--- src/rtl/sensor_sequencer_if.sv ---
// sensor_sequencer_if: control-register, sensor handshake and write-back signals of the sequencer
interface sensor_sequencer_if;
   logic [31:0] ctrl_in;
   logic        sensor_start;
   logic        sensor_done;
   logic [15:0] sensor_data;
   logic        wr2;
   logic [31:0] wr2_data;
   logic        busy;
   modport master (input ctrl_in, sensor_done, sensor_data, output sensor_start, wr2, wr2_data, busy);
   modport slave (output ctrl_in, sensor_done, sensor_data, input sensor_start, wr2, wr2_data, busy);
endinterface

--- src/rtl/sensor_sequencer.sv ---
// sensor_sequencer: runs one sensor transaction per SEND and writes the result back through WR2.
// Define SENSOR_TIMEOUT_EN to abort a WAIT after TIMEOUT_CYCLES cycles with err=1.
module sensor_sequencer #(
   parameter int unsigned TIMEOUT_CYCLES = 100000
) (
   input logic clk,
   input logic rst,
   sensor_sequencer_if.master bus
);
   typedef enum logic [2:0] {IDLE, START, WAIT, WRBACK, HOLD} state_e;
   state_e state_q, state_d;
   logic [15:0] result_q, result_d;
   logic start_q, wr2_q, busy_q;
   logic timeout, err_q;
   logic unused;
`ifdef SENSOR_TIMEOUT_EN
   logic [23:0] cnt_q, cnt_d;
   logic err_d;
   // sensor_done on the final count wins over the abort
   assign timeout = state_q == WAIT && !bus.sensor_done && cnt_q + 24'd1 == 24'(TIMEOUT_CYCLES);
   always_comb begin
      cnt_d = state_q == WAIT ? cnt_q + 24'd1 : '0;
      err_d = (state_q == WAIT && (timeout || bus.sensor_done)) ? timeout : err_q;
   end
   always_ff @(posedge clk or posedge rst) begin
      if (rst) begin
         cnt_q <= '0;
         err_q <= 1'b0;
      end else begin
         cnt_q <= cnt_d;
         err_q <= err_d;
      end
   end
`else
   assign timeout = 1'b0;
   assign err_q = 1'b0;
`endif
   always_comb begin
      state_d = state_q;
      result_d = result_q;
      case (state_q)
         IDLE: state_d = bus.ctrl_in[0] ? START : IDLE;
         START: state_d = WAIT;
         WAIT: begin
            if (bus.sensor_done) begin
               state_d = WRBACK;
               result_d = bus.sensor_data;
            end else if (timeout) begin
               state_d = WRBACK;
               result_d = '0;
            end
         end
         WRBACK: state_d = HOLD;
         default: state_d = IDLE;
      endcase
   end
   always_ff @(posedge clk or posedge rst) begin
      if (rst) begin
         state_q <= IDLE;
         result_q <= '0;
         start_q <= 1'b0;
         wr2_q <= 1'b0;
         busy_q <= 1'b0;
      end else begin
         state_q <= state_d;
         result_q <= result_d;
         start_q <= state_d == START;
         wr2_q <= state_d == WRBACK;
         busy_q <= state_d != IDLE;
      end
   end
   // config bits come from the live register so CPU edits during WAIT survive
   assign bus.wr2_data = wr2_q ? {result_q, bus.ctrl_in[15:2], err_q, 1'b0} : '0;
   assign bus.sensor_start = start_q;
   assign bus.wr2 = wr2_q;
   assign bus.busy = busy_q;
   assign unused = ^{bus.ctrl_in[31:16], bus.ctrl_in[1], 32'(TIMEOUT_CYCLES)};
endmodule

--- src/flat_wrapper.sv ---
// flat-port wrapper written by rule: the top's interface ports become plain ports
module sensor_sequencer_flat 
#(
   parameter int unsigned TIMEOUT_CYCLES = 100000
)
  (clk, rst, bus_ctrl_in, bus_sensor_done, bus_sensor_data, bus_sensor_start, bus_wr2, bus_wr2_data, bus_busy);
  sensor_sequencer_if bus_i ();
  input logic clk;
  input logic rst;
  input wire logic [$bits(bus_i.ctrl_in)-1:0] bus_ctrl_in;
  input wire logic [$bits(bus_i.sensor_done)-1:0] bus_sensor_done;
  input wire logic [$bits(bus_i.sensor_data)-1:0] bus_sensor_data;
  output wire logic [$bits(bus_i.sensor_start)-1:0] bus_sensor_start;
  output wire logic [$bits(bus_i.wr2)-1:0] bus_wr2;
  output wire logic [$bits(bus_i.wr2_data)-1:0] bus_wr2_data;
  output wire logic [$bits(bus_i.busy)-1:0] bus_busy;
  assign bus_i.ctrl_in = bus_ctrl_in;
  assign bus_i.sensor_done = bus_sensor_done;
  assign bus_i.sensor_data = bus_sensor_data;
  assign bus_sensor_start = bus_i.sensor_start;
  assign bus_wr2 = bus_i.wr2;
  assign bus_wr2_data = bus_i.wr2_data;
  assign bus_busy = bus_i.busy;
  sensor_sequencer #(.TIMEOUT_CYCLES(TIMEOUT_CYCLES)) u_core (.clk(clk), .rst(rst), .bus(bus_i));
endmodule
--- config.mk ---
export PLATFORM = sky130hd
export DESIGN_NAME = sensor_sequencer_flat
export DESIGN_NICKNAME = d
export VERILOG_FILES = /design/src/rtl/sensor_sequencer_if.sv /design/src/rtl/sensor_sequencer.sv /design/src/flat_wrapper.sv
export SDC_FILE = /design/constraint.sdc
export NUM_CORES = 1
export LEC_CHECK = 0
export ABC_AREA = 1
export CAP_MARGIN = 15
export CORE_UTILIZATION = 34
export CTS_BUF_LIST = sky130_fd_sc_hd__clkbuf_4 sky130_fd_sc_hd__clkbuf_8
export CTS_CLUSTER_SIZE = 10
export DETAILED_ROUTE_END_ITERATION = 12
export GPL_ROUTABILITY_DRIVEN = 0
export PLACE_DENSITY_LB_ADDON = 0.1
export SYNTH_ARGS = -nofsm -noshare
export SYNTH_HDL_FRONTEND = slang
export SYNTH_SLANG_ARGS = --single-unit
--- constraint.sdc ---
create_clock -name clk -period 1.2 [get_ports clk]
set_input_delay 0.18 -clock clk [delete_from_list [all_inputs] [get_ports clk]]
set_output_delay 0.18 -clock clk [all_outputs]
set_load 0.01 [all_outputs]
==> impl_metrics.ini <==
[status]
status = complete, but fails checks
violations = negative setup slack

[global_route]
grt_pass1_wl_mm = 5.09
grt_pass1_vias = 1141
grt.total_usage = 0.197
grt_antenna_before_repair = 0
grt.overflow.total = 0
grt_max_degree = 23

[logic_synthesis]
avgSynthCellArea_um2 = 7.09
synth.cell_area_um2 = 1130
synth.distinct_cells = 13
yosysSeqAreaShare = 0.488
synth_compound_area_frac = 0
synth_top_cell_by_area = dfrtp_1
synthMuxAreaShare = 0
synth_top_area_share = 0.488
syn_inst = 159
synth-simple-area-share = 0.335
yosys_warnings = 0
synth-xor-area-share = 0
synth_top_family_by_area = simple AND/OR/NAND/NOR gates
synthAdderAreaFrac = 0
yosys_register_bits = 22
synthTopCellsByArea = dfrtp_1 (49%), nand2_1 (22%), inv_1 (12%), nand3_1 (7.5%), buf_4 (2.7%)

[clock_tree]
cts_tree = done
holdBufCountCts = 0
clock_sinks = 22
clkTransAtPathRegs_ps = 110
clk_latency_ps = 300
cts_inserted_buffers = 3
clock_path_buffers = 2
cts-htree-levels = 1
root_buffer = clkbuf_4

[floorplan]
die_w_um = 59.6
num_rows = 20
die_y_um = 59.6
dieArea_um2 = 3550
core_area_um2 = 3100
start_util = 0.363
io_pins = 86

[setup_path]
reg2regPathDepth = 4
cp_data_required_time_ps = 1020
critPathMostFrequentCell = buf_6
crit_slowest_cell = dfrtp_2
worstPathMaxFanout = 6
cp_data_arrival_time_ps = 1270
path_cells = buf_6 -> buf_12 -> nand2_4 -> inv_2 -> buf_6
startpoint_type = register
critPathCaptureType = output pin
path_class = reg -> out
regToRegStartpoint = u_core.state_q[2]
r2r-end = u_core.result_q[14]
slowest_delay_ps = 460
rrSetupSlack_ps = 180

[timing]
fmax_ghz = 0.690
fin_setup_tns_ps = -6220
finalMaxSlewViolations = 0
finalHoldViolCount = 0
clock_skew_ps = 0.523
rsz0062_at_grt = yes
fin_crit_ps = 1450
finalCritPeriodShare = 1.21
setup_violations = 31
hold_ws_ps = 206
setup_slack_ps = -250

[layout]
drive_gt1_frac = 0.460
fin_nets = 288
antenna_cells = 0
multi_input_area_um2 = 536
final_area_um2 = 2180
seqCellArea_um2 = 552
fillCellCount = 249
layout.cells.non_filler = 279
synthToLayoutAreaGrowth_pct = 93.8
utilization = 0.704

[detailed_routing]
route.detailed.drc = 0
drt_wl_total_mm = 3.75
vias_per_cell = 4.56
vias = 1273
drtIter0Drc = 39
wl_per_cell_um = 13.4
drt-pass1-iter-count = 4
drtAntennaViolNets = 0

[power]
powerDensity_nw_per_um2 = 1840
leakage_nw = 1.34
total_power_mw = 4.03
vdd_drop_max_v = 0.00132

[place]
place_hpwl_mm = 2.24
pre_cts_slack_ps = -284
placed_cell_area_um2 = 1860
dp.cells = 269
port_buffers = 66

[hold_path]
hp-class = in -> async

[job]
maxCapViolations = 0
==> worst max path at each step <==
| stage | cells after the start | slack [ps] | endpoint | startpoint |
|---|---|---|---|---|
| 2_1_floorplan | 5 | 170 | u_core.result_q[0] | u_core.state_q[2] |
| 3_3_place_gp | 4 | -280 | bus_wr2_data[10] | bus_ctrl_in[10] |
| 3_5_place_dp | 4 | -280 | bus_wr2_data[10] | bus_ctrl_in[10] |
| 4_1_cts | 5 | -240 | bus_wr2_data[11] | u_core.bus.wr2 |
| 5_1_grt | 5 | -300 | bus_wr2_data[7] | u_core.bus.wr2 |
| 6_report | 5 | -250 | bus_wr2_data[7] | u_core.bus.wr2 |
==> area by class of cell <==
cell class / instances / share of cell area
clock buffers: 3 / 0.0103
inverters: 38 / 0.0653
multi-input cells: 92 / 0.245
flip-flops and latches: 22 / 0.253
well taps: 44 / 0.0252
repair buffers: 80 / 0.401
==> timing repair <==
item | in CTS | in global routing
gates resized for setup | 176 | 57
endpoints found under the setup margin | 33 | 31
pin swaps | 8 | 0
gates cloned | 4 | 0
buffers inserted | 3 | 0
==> synth_stat cells <==
master and n:
nand2_4 1, nand2_1 67, nand3b_1 1, nand3_1 17, buf_6 1, clkbuf_1 3, nor2_4 1, nor2_1 3
inv_2 1, buf_4 4, inv_1 37, dfrtp_1 22, conb_1 1
==> metal layers <==
metal / track usage / part of all wire / vias up
met3: 0.0721 / 0.098 / 6
met5: 0 / 0 / -
met1: 0.213 / 0.35 / 603
met4: 0.0498 / 0.018 / 0
li1: - / - / 601
met2: 0.363 / 0.53 / 63
==> flip-flops by register name, summed over array words and instances (netlist names) <==
| signal | count |
|---|---|
| u_core.result_q | 16 |
| u_core.bus.wr2 | 1 |
| u_core.bus.sensor_start | 1 |
| u_core.bus.busy | 1 |
| u_core.state_q | 3 |
==> where the power goes <==
group	internal, mW	total [mW]	switching (mW)
clock	0.117	0.326	0.209
combinational	1.17	2.33	1.16
sequential	1.08	1.37	0.296
total	2.36	4.03	1.67
==> layout by cell type (no fill, tap or decap), drive strengths merged <==
cell type,netlist,layout
nand3b,1,1
dfrtp,22,22
buf,5,45
nand3,17,17
inv,38,38
nand2,68,68
nor2,4,4
clkdlybuf4s50,0,33
conb,1,2
clkbuf,3,3
dlygate4sd2,0,2
==> kinds of logic (layout without fill, tap and decap cells) <==
group,Yosys count,after routing
other cells,1,2
flops,22,22
simple gates,90,90
buf+inv,46,121
==> worst max-delay path, delay by kind of cell (launching register included) <==
kind / cells / cell delay (ps)
buffers and inverters: 4 / 440
DFF: 1 / 460
and+or+nand+nor: 1 / 60
(Power assumes the default switching activity.)
